`src/rtl/page_reg_pkg.sv`:
```
// Shared types for the page-register write sequencer.
// Lane geometry, sequencer states and the queued command record.
package page_reg_pkg;

    localparam int LANES   = 4;
    localparam int LANE_W  = 8;
    localparam int DATA_W  = LANES * LANE_W;
    localparam int PAGE_FW = 8;

    typedef enum logic [1:0] {
        IDLE,
        ARM,
        STROBE
    } state_t;

    typedef struct packed {
        logic               wr;
        logic [PAGE_FW-1:0] page;
        logic [DATA_W-1:0]  data;
        logic [LANES-1:0]   be;
    } cmd_t;

endpackage

```
`src/rtl/page_cmd_fifo.sv`:
```
// Command FIFO with registered flags.
// ready is a flop that stays low through reset.
module page_cmd_fifo
    import page_reg_pkg::*;
#(
    parameter int DEPTH = 4
) (
    input  logic clk,
    input  logic rst,
    input  logic push,
    input  logic pop,
    input  cmd_t din,
    output cmd_t dout,
    output logic empty,
    output logic empty_nxt,
    output logic ready
);

    localparam int AW = $clog2(DEPTH);

    cmd_t           mem [DEPTH];
    logic [AW:0]    wr_ptr;
    logic [AW:0]    rd_ptr;
    logic [AW:0]    wr_nxt;
    logic [AW:0]    rd_nxt;
    logic           full;
    logic           full_nxt;
    logic           do_push;
    logic           do_pop;

    assign do_push   = push && !full;
    assign do_pop    = pop && !empty;
    assign wr_nxt    = wr_ptr + (AW+1)'(do_push);
    assign rd_nxt    = rd_ptr + (AW+1)'(do_pop);
    assign empty_nxt = (wr_nxt == rd_nxt);
    assign full_nxt  = (wr_nxt[AW] != rd_nxt[AW]) &&
                       (wr_nxt[AW-1:0] == rd_nxt[AW-1:0]);
    assign dout      = mem[rd_ptr[AW-1:0]];

    // Pointers and flags advance together; the extra MSB tells full from empty.
    always_ff @(posedge clk or posedge rst) begin
        if (rst) begin
            wr_ptr <= '0;
            rd_ptr <= '0;
            full   <= 1'b0;
            empty  <= 1'b1;
            ready  <= 1'b0;
        end else begin
            wr_ptr <= wr_nxt;
            rd_ptr <= rd_nxt;
            full   <= full_nxt;
            empty  <= empty_nxt;
            ready  <= !full_nxt;
        end
    end

    // Storage needs no reset; only slots between the pointers are ever read.
    always_ff @(posedge clk) begin
        if (do_push) begin
            mem[wr_ptr[AW-1:0]] <= din;
        end
    end

endmodule

```
`src/rtl/page_reg_wr_ctrl.sv`:
```
// Write sequencer for the four page-register byte banks.
// Data is placed on the bus one cycle before the enables pulse.
module page_reg_wr_ctrl
    import page_reg_pkg::*;
#(
    parameter int DEPTH = 4,
    parameter int PAGES = 8
) (
    input  logic                     CLK,
    input  logic                     RST,
    input  logic                     REQ_VALID,
    output logic                     REQ_READY,
    input  logic                     REQ_WR,
    input  logic [$clog2(PAGES)-1:0] REQ_PAGE,
    input  logic [DATA_W-1:0]        REQ_DATA,
    input  logic [LANES-1:0]         REQ_BE,
    output logic [DATA_W-1:0]        DATA_RES,
    output logic [PAGES-1:0]         EN_B0,
    output logic [PAGES-1:0]         EN_B1,
    output logic [PAGES-1:0]         EN_B2,
    output logic [PAGES-1:0]         EN_B3,
    output logic [PAGES-1:0]         PAGE_SEL,
    output logic                     BUSY
);

    localparam int PW = $clog2(PAGES);
    localparam logic [PAGES-1:0] OH0 = {{(PAGES-1){1'b0}}, 1'b1};

    state_t                        state;
    cmd_t                          cmd_in;
    cmd_t                          head;
    logic                          push;
    logic                          pop;
    logic                          empty;
    logic                          empty_nxt;
    logic                          page_ok;
    logic                          wr_go;
    logic                          sel_go;
    logic [PAGES-1:0]              page_oh;
    logic [PAGES-1:0]              pg_q;
    logic [LANES-1:0]              be_q;
    logic [LANES-1:0][PAGES-1:0]   en_q;

    assign cmd_in = '{
        wr:   REQ_WR,
        page: PAGE_FW'(REQ_PAGE),
        data: REQ_DATA,
        be:   REQ_BE
    };

    assign push    = REQ_VALID && REQ_READY;
    assign pop     = (state == IDLE) && !empty;
    assign page_ok = int'(head.page) < PAGES;
    assign page_oh = OH0 << head.page[PW-1:0];
    assign wr_go   = pop && head.wr && (head.be != '0) && page_ok;
    assign sel_go  = pop && !head.wr && page_ok;

    assign EN_B0 = en_q[0];
    assign EN_B1 = en_q[1];
    assign EN_B2 = en_q[2];
    assign EN_B3 = en_q[3];

    page_cmd_fifo #(
        .DEPTH(DEPTH)
    ) u_fifo (
        .clk      (CLK),
        .rst      (RST),
        .push     (push),
        .pop      (pop),
        .din      (cmd_in),
        .dout     (head),
        .empty    (empty),
        .empty_nxt(empty_nxt),
        .ready    (REQ_READY)
    );

    // Sequencer: pop in IDLE, enables pulse for the single STROBE cycle.
    always_ff @(posedge CLK or posedge RST) begin
        if (RST) begin
            state    <= IDLE;
            DATA_RES <= '0;
            en_q     <= '0;
            PAGE_SEL <= OH0;
            pg_q     <= '0;
            be_q     <= '0;
            BUSY     <= 1'b0;
        end else begin
            BUSY <= !empty_nxt || wr_go || (state == ARM);
            unique case (state)
                IDLE: begin
                    if (wr_go) begin
                        DATA_RES <= head.data;
                        pg_q     <= page_oh;
                        be_q     <= head.be;
                        state    <= ARM;
                    end else if (sel_go) begin
                        PAGE_SEL <= page_oh;
                    end
                end
                ARM: begin
                    for (int n = 0; n < LANES; n++) begin
                        en_q[n] <= be_q[n] ? pg_q : '0;
                    end
                    state <= STROBE;
                end
                STROBE: begin
                    en_q  <= '0;
                    state <= IDLE;
                end
                default: begin
                    en_q  <= '0;
                    state <= IDLE;
                end
            endcase
        end
    end

endmodule

```
`config.mk`:
```
export PLATFORM = sky130hd
export DESIGN_NAME = page_reg_wr_ctrl
export DESIGN_NICKNAME = d
export VERILOG_FILES = /design/src/rtl/page_reg_pkg.sv /design/src/rtl/page_cmd_fifo.sv /design/src/rtl/page_reg_wr_ctrl.sv
export SDC_FILE = /design/constraint.sdc
export NUM_CORES = 1
export LEC_CHECK = 0
export CAP_MARGIN = 5
export CORE_MARGIN = 10
export CORE_UTILIZATION = 55
export DETAILED_ROUTE_END_ITERATION = 7
export PLACE_DENSITY = 0.79
export SLEW_MARGIN = 15
export SYNTH_ARGS = -nofsm -noshare
export SYNTH_HDL_FRONTEND = slang
export SYNTH_SLANG_ARGS = --single-unit
```
`constraint.sdc`:
```
create_clock -name CLK -period 5.4 [get_ports CLK]
set_input_delay 1.08 -clock CLK [delete_from_list [all_inputs] [get_ports CLK]]
set_output_delay 1.08 -clock CLK [all_outputs]
set_load 0.01 [all_outputs]
```
==> results of run 1 <==
-- stage by stage --
step	utilization [%]	total power, mW	hold WS (ns)
after floorplan	-	4.25	0.445
after global placement	63.7	4.92	0.460
after detailed placement	63.7	5.02	0.466
after CTS	68.6	6.81	0.475
after global routing	68.6	7.07	0.515
final	68.6	6.74	0.475
-- worst paths after layout --
check | startpoint | slack, ns | cells after the start | end
min in group asynchronous | RST | 1.02 | 2 | DATA_RES[9]
hold reg to reg | u_fifo.rd_ptr[2] | 0.47 | 1 | u_fifo.rd_ptr[2]
max in group asynchronous | RST | 3.37 | 3 | EN_B3[2]
setup reg to reg | u_fifo.rd_ptr[0] | 2.12 | 3 | BUSY
hold / removal | u_fifo.rd_ptr[2] | 0.47 | 1 | u_fifo.rd_ptr[2]
setup / recovery | u_fifo.rd_ptr[0] | 2.12 | 3 | BUSY
-- kinds of logic (layout without fill, tap and decap cells) --
logic type | Yosys count | after routing
AO/OA/AOI/OAI | 35 | 35
XOR/XNOR | 5 | 5
adder cells (fa/ha/maj) | 4 | 4
buffers and inverters | 35 | 174
flip-flops | 256 | 256
multiplexers | 90 | 90
other | 0 | 2
AND/OR/NAND/NOR | 92 | 92
-- flip-flops by register name (all words and copies together), names as in the netlist --
register	flops
BUSY	1
DATA_RES	32
EN_B0	8
EN_B1	8
EN_B2	8
EN_B3	8
PAGE_SEL	8
be_q	4
pg_q	8
state	2
u_fifo.empty	1
u_fifo.full	1
u_fifo.mem	160
u_fifo.rd_ptr	3
u_fifo.ready	1
u_fifo.wr_ptr	3
-- cell usage after synthesis, drive strengths merged, types with 6 or more instances --
cell,number
edfxtp,160
dfrtp,94
mux2,50
mux4,40
a21oi,32
nand2b,25
nand3,25
clkbuf,18
nor2,13
buf,11
nor2b,10
inv,6
nand2,6
-- report_power, final --
group          internal (mW)  switching [mW]
clock network           1.06           0.704
registers               2.60           0.389
logic                   1.11           0.880
total                   4.77            1.97
-- metal layers --
metal,track usage (%),wire (um),vias up
met5,0,18,-
met4,5.69,612,2
met3,4.74,1500,52
met2,27.4,9740,216
met1,20.7,7760,2548
li1,-,-,2212
-- layout make-up --
cell class	instances	area, um2
diodes	2	5.00
clock buffers	30	654
clock inverters	16	185
fillers	1043	5410
inverters	6	25.0
multi-input cells	226	2260
flip-flops and latches	256	7210
well taps	225	282
repair buffers	122	1210
==> summary.md, run 1 <==
| Metric | Value |
|---|---|
| CP Cell Sequence | `mux4_2, o41a_2, or4_4` |
| Worst slew margin | `21.3%` |
| Via count | `5030` |
| Postcts setup bufs | `0` |
| Synth async-reset ratio | `37.5%` |
| Worst-path clk slew | `0.06 ns` |
| Fin. max-slew vios | `0` |
| Post-Layout Cell Count | `883` |
| Largest family of logic cells by synthesized area | `multiplexers` |
| DR vias/cell | `5.70` |
| Maximum vdd drop | `0.340 mV` |
| DRT iter0 DRCs | `251` |
| Required @ worst endpoint | `5.78 ns` |
| Compound-gate portion of the synthesized area | `1.89%` |
| Avg Inst Size Synth | `18.6 um2` |
| CP Class | `reg2reg` |
| Clock root cell | `clkbuf_16` |
| Die height | `152 um` |
| Core Rows | `48` |
| Number of synthesized flops with an enable pin | `160` |
| Clock Skew | `0.0123 ns` |
| Final HPWL DP | `12000 um` |
| Starting Density | `55.8%` |
| Die width | `152 um` |
| Initial DRT Pass Iterations | `4` |
| Worst min path class | `reg2reg` |
| CP Launch Type | `flip-flop` |
| Status | `completed` |
| Placed cell areas | `11000 um2` |
| Buffers plus inverters on the worst setup path | `0` |
| Worst-path maximum fanout | `46` |
| Mux contribution to synthesized area | `15.2%` |
| Setup Viol. Count Final | `0` |
| Post-synth top flop | `edfxtp_1` |
| CTS tree | `yes` |
| Fmax | `305 MHz` |
| Clock sink count | `256` |
| Fin. Hold Viols | `0` |
| Share of layout cells above drive strength 1 | `22.3%` |
| Max-Cap Viols | `0` |
| Crit. End Element | `flip-flop` |
| Min Clock Period, post-route | `3.28 ns` |
| # resized after CTS | `0` |
| Post-synthesis sequential area ratio | `74.9%` |
| Synth cell types | `28` |
| Cell area after layout | `11800 um2` |
| I/O pin count | `117` |
| Hold Buf Count CTS | `0` |
| Crit-path max cell delay | `0.93 ns` |
| Net count after synthesis | `564` |
| Yosys top cell by area | `edfxtp_1` |
| Post-route ant nets | `0` |
| Syn-to-layout area delta | `22.9%` |
| PwrDens | `570 nW/um2` |
| Synth area leaders | `edfxtp_1, dfrtp_1, mux4_2, mux2_2, a21oi_1` |
| Most common cell after layout, fill and taps aside | `edfxtp_1` |
| Vias in the first global route | `5439` |
| Total core area | `17200 um2` |
| Post-Route WL | `19600 um` |
| Clock latency on the worst-skew pair | `0.52 ns` |
| Place WS | `1.93 ns` |
| Synth Area in Simple Gates | `5.19%` |
| Cts bufs inserted | `25` |
| First-pass GRT wire length | `31000 um` |
| Largest net degree at the start of global routing | `62` |
| Final WS setup | `2.12 ns` |
| Tcrit/Tclk final | `60.8%` |
| YS warnings | `0` |
| Total Routing Usage GR | `16.6%` |
| Clk buf depth | `3` |
| Mapped Area | `9620 um2` |
| Synth Area in Adders | `0.520%` |
| Seq cells post-synth | `256` |
| Global route overflow | `0` |
| Fin nets | `684` |
| GP Congestion | `0.826` |
| Wire length per cell | `22.2 um` |
| Die area | `23200 um2` |
| H-tree levels | `1` |
| Leakage power | `4.32 nW` |
| Delay-heaviest family, CP | `compound AO/OA/AOI/OAI gates` |
| Synth Area in XOR/XNOR | `0.455%` |
| WP data arrival | `3.67 ns` |
| Most frequent cells in the layout | `edfxtp_1, clkdlybuf4s50_1, dfrtp_1` |
| Antenna violations before repair | `3` |
| Mapped Cells | `517` |
| Drc violations | `0` |
| Cell total after placement | `835` |
| CP max-delay cell | `o41a_2` |
| RSZ-0062 raised after global routing | `no` |
| Worst Tran Pin Value | `1.18 ns` |
| PortBufs | `116` |
| Share of the synthesized area in the top cell type | `49.9%` |
| Setup TNS after final layout | `0 ns` |
(Power assumes the default switching activity.)
==> run 2, diff against run 1 <==
clock period = 3.25 ns   (was 5.4 ns; I/O delays follow)
==> run 2 against run 1 <==
Worst hold slack better by 0.00069 ns. Sequential power is 60% higher. Critical path type unchanged. Sequential share of layout area is 0.92 points lower. Worst setup slack worse by 1.4 ns. Clock power is 74% higher. Highest routed layer unchanged. First-iteration DRC count is 14% higher. Final area is 1.5% higher.
==> summary.md, run 2 (synthesized netlist as in run 1, its figures left out) <==
| Metric | Value |
|---|---|
| Share of layout cells above drive strength 1 | `23.0% (was 22.3%)` |
| Die area | `23200 um2 (unchanged)` |
| WP data arrival | `2.89 ns (was 3.67 ns)` |
| Fill cells | `1054 (was 1043)` |
| Drc violations | `0 (unchanged)` |
| Initial DRT Pass Iterations | `5 (was 4)` |
| Post-route ant nets | `0 (unchanged)` |
| Wire length per cell | `21.6 um (was 22.2 um)` |
| Status | `completed (unchanged)` |
| # resized after CTS | `0 (unchanged)` |
| Tcrit/Tclk final | `77.1% (was 60.8%)` |
| Post-Route WL | `19300 um (was 19600 um)` |
| Global route overflow | `0 (unchanged)` |
| Starting Density | `55.8% (unchanged)` |
| Core Util, Final | `69.7% (was 68.6%)` |
| Largest net degree at the start of global routing | `59 (was 62)` |
| Fin nets | `694 (was 684)` |
| Total Routing Usage GR | `16.6% (about the same)` |
| Most common cell after layout, fill and taps aside | `edfxtp_1 (unchanged)` |
| Worst min path class | `reg2reg (unchanged)` |
| Worst Tran Pin Value | `0.875 ns (was 1.18 ns)` |
| Die width | `152 um (unchanged)` |
| Setup Viol. Count Final | `0 (unchanged)` |
| Fin. Hold Viols | `0 (unchanged)` |
| Syn-to-layout area delta | `24.8% (was 22.9%)` |
| Leakage power | `4.39 nW (was 4.32 nW)` |
| Min Clock Period, post-route | `2.51 ns (was 3.28 ns)` |
| Overall Power | `11.4 mW (was 6.74 mW)` |
| PwrDens | `951 nW/um2 (was 570 nW/um2)` |
| Max-Cap Viols | `0 (unchanged)` |
| Most frequent cells in the layout | `edfxtp_1, clkdlybuf4s50_1, dfrtp_1 (unchanged)` |
| Postcts setup bufs | `0 (unchanged)` |
| Fin. max-slew vios | `0 (unchanged)` |
| Worst-path maximum fanout | `20 (was 46)` |
| Antenna violations before repair | `3 (unchanged)` |
| Clock Skew | `0.00840 ns (was 0.0123 ns)` |
| Clock root cell | `clkbuf_16 (unchanged)` |
| Crit. End Element | `flip-flop (unchanged)` |
| Final HPWL DP | `12100 um (was 12000 um)` |
| Total core area | `17200 um2 (unchanged)` |
| CP Class | `reg2reg (unchanged)` |
| Worst-path clk slew | `0.06 ns (about the same)` |
| Fin Hold WS | `0.475 ns (about the same)` |
| Clk buf depth | `3 (unchanged)` |
| Worst slew margin | `41.6% (was 21.3%)` |
| I/O pin count | `117 (unchanged)` |
| CP Launch Type | `flip-flop (unchanged)` |
| DRT iter0 DRCs | `286 (was 251)` |
| DR vias/cell | `5.64 (was 5.70)` |
| Post-Layout Cell Count | `892 (was 883)` |
| Vias in the first global route | `5500 (was 5439)` |
| Via count | `5033 (was 5030)` |
| Die height | `152 um (unchanged)` |
| Core Rows | `48 (unchanged)` |
| H-tree levels | `1 (unchanged)` |
| Clock sink count | `256 (unchanged)` |
| Hold Buf Count CTS | `0 (unchanged)` |
| PortBufs | `116 (unchanged)` |
| Fmax | `399 MHz (was 305 MHz)` |
| CTS tree | `yes (unchanged)` |
| GP Congestion | `0.820 (was 0.826)` |
| Required @ worst endpoint | `3.63 ns (was 5.78 ns)` |
| Maximum vdd drop | `0.547 mV (was 0.340 mV)` |
| Largest register FFs | `160 (unchanged)` |
| First-pass GRT wire length | `30900 um (was 31000 um)` |
| RSZ-0062 raised after global routing | `no (unchanged)` |
| Cell total after placement | `845 (was 835)` |
| Cts bufs inserted | `25 (unchanged)` |
| Clock latency on the worst-skew pair | `0.50 ns (was 0.52 ns)` |
[run 2: changes by cell type in the layout (fill, tap and decap cells not counted), sizes merged]
cell / delta
bufinv: +2
clkinv: -3
clkinvlp: +1
inv: -2
buf: +10
clkbuf: +1
[run 2: cell type report]
| cell class | instances | area (um2) | area share, % |
|---|---|---|---|
| clock buffers | 31 | 668 | 5.56 |
| diodes | 2 | 5.00 | 0.0417 |
| clock inverters | 14 | 215 | 1.79 |
| inverters | 6 | 25.0 | 0.208 |
| repair buffers | 132 | 1330 | 11.1 |
| flip-flops and latches | 256 | 7210 | 60.1 |
| well taps | 225 | 282 | 2.34 |
| multi-input cells | 226 | 2270 | 18.9 |
[run 2: layer usage]
| metal | up-vias | routed length (um) | track usage (%) | share of wire (%) |
|---|---|---|---|---|
| li1 | 2233 | - | - | - |
| met1 | 2592 | 7740 | 20.8 | 40 |
| met2 | 182 | 9780 | 28.0 | 51 |
| met3 | 24 | 1450 | 4.77 | 7.5 |
| met4 | 2 | 286 | 3.76 | 1.5 |
| met5 | - | 13 | 0 | 0.067 |
[run 2: worst paths after layout]
check,cells after the start,to,slack (ns),start
max in group asynchronous,3,DATA_RES[6],1.97,RST
worst max-delay path,5,DATA_RES[30],0.74,u_fifo.rd_ptr[1]
min in group asynchronous,2,DATA_RES[11],0.58,RST
worst min register to register,1,u_fifo.rd_ptr[2],0.48,u_fifo.rd_ptr[2]
worst max register to register,5,DATA_RES[30],0.74,u_fifo.rd_ptr[1]
worst min-delay path,1,u_fifo.rd_ptr[2],0.48,u_fifo.rd_ptr[2]
[run 2: critical path: stages, from the launching register on]
cell	delay [ns]
dfrtp_2	0.46
buf_4	0.34
mux4_2	0.37
o41a_2	0.60
buf_4	0.30
mux2_2	0.30
[run 2: power breakdown]
group | internal (mW) | total (mW) | leakage (nW) | switching [mW]
Sequential | 4.32 | 4.77 | 2.68 | 0.448
Combinational | 1.91 | 3.59 | 1.29 | 1.67
Clock | 1.93 | 3.07 | 0.425 | 1.14
[run 2: metrics by stage]
stage	setup WS, ns	instance area (um2)	TNS [ns]
global route	0.631	12000	0
detailed placement	0.295	11100	0
finish	0.745	12000	0
floorplan	-0.0100	9630	-0.401
CTS	0.726	12000	0
global placement	0.357	11100	0
